### config.mk
export PLATFORM = sky130hd
export DESIGN_NAME = fu_alu_mul_pipe
export DESIGN_NICKNAME = d
export VERILOG_FILES = /design/src/rtl/fu_alu_mul_pipe.sv
export SDC_FILE = /design/constraint.sdc
export NUM_CORES = 2
export LEC_CHECK = 0
export BUFFER_PORTS_ARGS = -buffer_cell sky130_fd_sc_hd__buf_4
export CELL_PAD_IN_SITES_DETAIL_PLACEMENT = 0
export CELL_PAD_IN_SITES_GLOBAL_PLACEMENT = 1
export CORE_MARGIN = 5
export CORE_UTILIZATION = 40
export CTS_CLUSTER_DIAMETER = 30
export DETAILED_ROUTE_END_ITERATION = 12
export PLACE_DENSITY = 0.71
export SYNTH_ARGS = -nofsm -noshare
export SYNTH_HDL_FRONTEND = slang
export SYNTH_SLANG_ARGS = --single-unit
### constraint.sdc
create_clock -name clk -period 31.5 [get_ports clk]
set_input_delay 4.725 -clock clk [delete_from_list [all_inputs] [get_ports clk]]
set_output_delay 4.725 -clock clk [all_outputs]
set_load 0.005 [all_outputs]
### src/rtl/fu_alu_mul_pipe.sv
// Parametrised TTA ALU function unit with low-half multiply and a
// configurable trigger-to-result latency ending in a retiring result register.
module fu_alu_mul_pipe #(
    parameter int DATA_W  = 32,
    parameter int LATENCY = 1,
    parameter int MUL_EN  = 1
) (
    input  logic              clk,
    input  logic              reset,
    input  logic [DATA_W-1:0] io_t1data,
    input  logic [3:0]        io_t1opcode,
    input  logic              io_t1load,
    input  logic [DATA_W-1:0] io_o1data,
    input  logic              io_o1load,
    output logic [DATA_W-1:0] io_r1data,
    input  logic              io_glock
);

    localparam int SH_W = $clog2(DATA_W);

    logic              w_trig;
    logic              w_o1_en;
    logic [DATA_W-1:0] w_a;
    logic [DATA_W-1:0] w_b;
    logic [SH_W-1:0]   w_amt;
    logic [DATA_W-1:0] w_sxhw;
    logic [DATA_W-1:0] w_sxqw;
    logic [DATA_W-1:0] w_mul;
    logic [DATA_W-1:0] w_res;
    logic              w_ret_v;
    logic [DATA_W-1:0] w_ret_d;

    logic [DATA_W-1:0] r_o1;
    logic [DATA_W-1:0] r_r1;

    assign w_trig  = io_t1load & ~io_glock;
    assign w_o1_en = io_o1load & ~io_glock;
    assign w_a     = io_t1data;
    // A same-cycle operand write feeds the trigger directly
    assign w_b     = (w_o1_en && w_trig) ? io_o1data : r_o1;
    assign w_amt   = w_b[SH_W-1:0];

    generate
        if (DATA_W > 16) begin : g_sxhw
            assign w_sxhw = {{(DATA_W-16){w_a[15]}}, w_a[15:0]};
        end else begin : g_sxhw_id
            assign w_sxhw = w_a;
        end
        if (DATA_W > 8) begin : g_sxqw
            assign w_sxqw = {{(DATA_W-8){w_a[7]}}, w_a[7:0]};
        end else begin : g_sxqw_id
            assign w_sxqw = w_a;
        end
        if (MUL_EN != 0) begin : g_mul
            assign w_mul = w_a * w_b;
        end else begin : g_nomul
            assign w_mul = '0;
        end
    endgenerate

    always_comb begin
        w_res = '0;
        case (io_t1opcode)
            4'd0:    w_res = w_a + w_b;
            4'd1:    w_res = w_a & w_b;
            4'd2:    w_res = {{(DATA_W-1){1'b0}}, w_a == w_b};
            4'd3:    w_res = {{(DATA_W-1){1'b0}}, $signed(w_a) > $signed(w_b)};
            4'd4:    w_res = {{(DATA_W-1){1'b0}}, w_a > w_b};
            4'd5:    w_res = w_a | w_b;
            4'd6:    w_res = w_a << w_amt;
            4'd7:    w_res = DATA_W'($signed(w_a) >>> w_amt);
            4'd8:    w_res = w_a >> w_amt;
            4'd9:    w_res = w_a - w_b;
            4'd10:   w_res = w_sxhw;
            4'd11:   w_res = w_sxqw;
            4'd12:   w_res = w_a ^ w_b;
            4'd13:   w_res = w_mul;
            default: w_res = '0;
        endcase
    end

    // LATENCY-1 internal stages; the result register is the final stage
    generate
        if (LATENCY == 1) begin : g_l1
            assign w_ret_v = w_trig;
            assign w_ret_d = w_res;
        end else begin : g_pipe
            logic [LATENCY-2:0] r_v;
            logic [DATA_W-1:0]  r_d [LATENCY-1];

            always_ff @(posedge clk) begin
                if (reset) begin
                    r_v <= '0;
                    for (int i = 0; i < LATENCY - 1; i++) begin
                        r_d[i] <= '0;
                    end
                end else if (!io_glock) begin
                    r_v[0] <= w_trig;
                    r_d[0] <= w_res;
                    for (int i = 1; i < LATENCY - 1; i++) begin
                        r_v[i] <= r_v[i-1];
                        r_d[i] <= r_d[i-1];
                    end
                end
            end

            assign w_ret_v = r_v[LATENCY-2];
            assign w_ret_d = r_d[LATENCY-2];
        end
    endgenerate

    always_ff @(posedge clk) begin
        if (reset) begin
            r_o1 <= '0;
            r_r1 <= '0;
        end else if (!io_glock) begin
            if (w_o1_en) begin
                r_o1 <= io_o1data;
            end
            if (w_ret_v) begin
                r_r1 <= w_ret_d;
            end
        end
    end

    assign io_r1data = r_r1;

endmodule

==> out/results.ini <==
[timing]
finalWorstPathRequiredPeriod_ps = 14280
slew_headroom_pct = 10.1
setup_total_negative_slack_ps = 0
clock.fmax_mhz = 70.0
total_count_of_max_transition_violations_in_the_final_report = 0
timing.final.hold_violations = 0
final-setup-viol-count = 0
rsz_0062_raised_after_global_routing = no
layout_worst_path_cycle_share_pct = 45.3
worst_margin_slew_ps = 1340
finClkSkew_ps = 23.7

[global_route]
grt_max_degree = 50
via_count_of_the_first_global_routing_pass = 26300
globalRouteMet1Util_pct = 48.1
grt_antenna_before_repair = 6
grt_pass1_wl_um = 184000
grt_use_met2_pct = 54.9
global_route.usage.total_pct = 35.3
grt_remaining_overflow = 0
grt_most_used_layer = met2
grt_util_met3_pct = 8.25

[clocking]
cts_num_sinks = 64
worst_setup_hold_path_clk_slew_ps = 70
clock_latency_ps = 390
ctsLongestPathBuffers = 2
cts_inserted_buffers = 9
h_tree_level_count = 3
ctsResizeCount = 0
postCtsSetupRepairBufs = 0
tritoncts = built
clock-root-buffer = clkbuf_16
cts_hold_buffers = 0

[floorplan]
dieHeight_um = 266
pin_count = 105
core_sq_um = 65500
std_cell_rows = 94
effective_utilization_at_floorplan_pct = 40.2
die_width_um = 266
design.die.area_sq_um = 71000

[hold_path]
worst_hold_path.endpoint = r_o1[27]
holdPathStages = 2
min_path_type = reg2reg
holdCritStartpoint = r_o1[27]

[worst_setup_path]
reg2reg_depth = 26
cp_capture_type = flip-flop
timing.critical_path.arrival_ps = 14490
critical_path_peak_fanout = 34
critPathKind = in2reg
worst_r2r_startpoint = r_o1[4]
worst_setup_path_start_kind = primary input
required_ps = 31720
r2r_setup_slack_ps = 22390
worst_r2r_endpoint = io_r1data[27]

[final_layout]
most-common-layout-cells = 461 x nor2_1, 452 x inv_1, 410 x fa_1
final_nets = 3995
multi_input_comb_area_sq_um = 22400
fillCellCount = 6777
flow.area_growth_from_synthesis_pct = 6.55
mostFrequentLayoutCell = nor2_1
layout-drive-gt1-share_pct = 7.50
regArea_sq_um = 1280

[power_and_ir_drop]
vdd_drop_max_v = 0.0000568
power-per-cell-area_nw_per_um2 = 56.6
report.power.total_mw = 1.59
power_leakage_nw = 13.2

[drt]
dr.pass1.iters = 6
first_iter_violations = 2601
routed_wirelength_um = 127000
avgRoutedWirePerCell_um = 30.5
route.vias.total = 25500
dr_drc_count = 0
post_drt_antenna_nets = 0
post_drt_via_cell_ratio = 6.13

[run_status]
outcome = finished, final reports clean

[job]
cap_violations = 0

[logic_synthesis]
syn-cell-area_sq_um = 26300
synthesis.area_per_instance_sq_um = 7.90
yosysWarningCount = 0
netlist-cell-type-count = 84
synth_fp_nets = 4035
postSynth.topFlopCell = dfxtp_1
syn_inst = 3330
share_of_flip_flops_with_an_asynchronous_set_or_reset_after_synthesis_pct = 0
yosysSeqAreaShare_pct = 4.87
synth_enable_flop_cells = 0
postSynthRegisterBits = 64

[place]
finalWeightedCongestion = 1.01
dpl.hpwl_um = 98100
port_buffers = 104

[synthesized netlist by cell type, types with 8 or more instances]
cell | number | share of area [%]
fa_1 | 410 | 31
nand2_1 | 407 | 5.8
mux2_2 | 33 | 1.4
clkbuf_1 | 151 | 2.2
a31oi_1 | 27 | 0.64
dfxtp_1 | 64 | 4.9
nand3_1 | 38 | 0.72
a21o_1 | 28 | 0.80
o22ai_1 | 24 | 0.57
o2111ai_1 | 20 | 0.67
buf_1 | 24 | 0.34
buf_2 | 14 | 0.27
a22oi_1 | 22 | 0.63
nand2b_1 | 19 | 0.45
a311oi_1 | 8 | 0.27
o21bai_1 | 23 | 0.66
nor4_1 | 12 | 0.29
o21a_1 | 15 | 0.43
a221oi_1 | 25 | 0.83
buf_6 | 9 | 0.39
or3_1 | 10 | 0.24
o221ai_1 | 12 | 0.40
nor2b_1 | 20 | 0.48
mux2i_1 | 141 | 5.4
o21ai_0 | 103 | 2.0
xnor2_1 | 68 | 2.3
o31ai_1 | 12 | 0.34
and3_1 | 11 | 0.26
ha_1 | 222 | 11
a21oi_1 | 162 | 3.1
clkinv_1 | 11 | 0.16
a211oi_1 | 22 | 0.63
xnor3_1 | 8 | 0.68
nor3_1 | 46 | 0.88
xor2_1 | 15 | 0.50
o211ai_1 | 25 | 0.71
inv_1 | 453 | 6.5
nor2_1 | 463 | 6.6
inv_2 | 9 | 0.13
a221o_1 | 12 | 0.46
[layer usage]
metal / vias to the layer above / share of wire [%]
li1: 10800 / -
met1: 13000 / 41
met2: 1428 / 44
met3: 270 / 9.6
met4: 8 / 4.7
met5: - / 0.037
[worst max path at each step]
stage | startpoint | end | slack [ps]
final | io_glock | io_r1data[27] | 17220
after global routing | io_glock | io_r1data[27] | 17010
after CTS | io_glock | io_r1data[27] | 17380
after detailed placement | io_glock | io_r1data[27] | 17040
after global placement | io_glock | io_r1data[27] | 17300
after floorplan | io_glock | io_r1data[27] | 18370
[state kept, by name, indices dropped and copies added (netlist names)]
name,cells
r_o1,32
io_r1data,32
[metrics by stage]
| stage | setup slack [ps] | instance area, sq um | std cells | utilization, % | hold WS [ps] |
|---|---|---|---|---|---|
| 5_1_grt | 17010 | 28000 | 4159 | 42.8 | 473 |
| 2_1_floorplan | 18370 | 26300 | 3330 | - | 434 |
| 6_report | 17220 | 28000 | 4161 | 42.8 | 455 |
| 4_1_cts | 17380 | 28000 | 4159 | 42.8 | 453 |
| 3_3_place_gp | 17300 | 27700 | 4143 | 42.3 | 439 |
| 3_5_place_dp | 17040 | 27700 | 4143 | 42.3 | 444 |
[report_power, final]
part           total (mW)  switching (mW)  internal, mW
sequential         0.0918         0.00575        0.0861
combinational        1.37           0.815         0.555
clock               0.124          0.0531        0.0705
total                1.59           0.874         0.712
[worst max-delay path, stage by stage]
cell       delay [ps]
buf_4             120
and3b_2           850
mux2_2            490
clkinv_1          770
buf_4             600
nor2_1            190
fa_1              430
inv_1              80
fa_1              430
fa_1              480
fa_1              550
inv_1              50
fa_1              510
inv_1              60
fa_1              530
inv_1              50
fa_1              490
fa_1              430
ha_1              370
a21oi_1           190
o21ai_0           140
a311oi_1          430
nor3b_1           240
a221o_1           280
nor2b_1           190
xnor2_1            90
a2111oi_0         490
a221oi_1          150
[logic make-up after synthesis]
kind of cell	synth area share, %
and+or+nand+nor	16.9
buffers and inverters	10.1
adders and majority gates	41.8
AOI/OAI and AO/OA	15.5
muxes	7.38
xor gates and xnor gates	3.45
DFF	4.87
[layout make-up]
cell class,instances,area share [%]
Multi-Input combinational cell,2588,79.9
Inverter,474,6.36
Sequential cell,64,4.57
Timing Repair Buffer,153,4.10
Tap cell,864,3.86
Clock buffer,9,0.803
Clock inverter,7,0.366
Antenna cell,2,0.0179
Power figures use the tool's default switching activity.
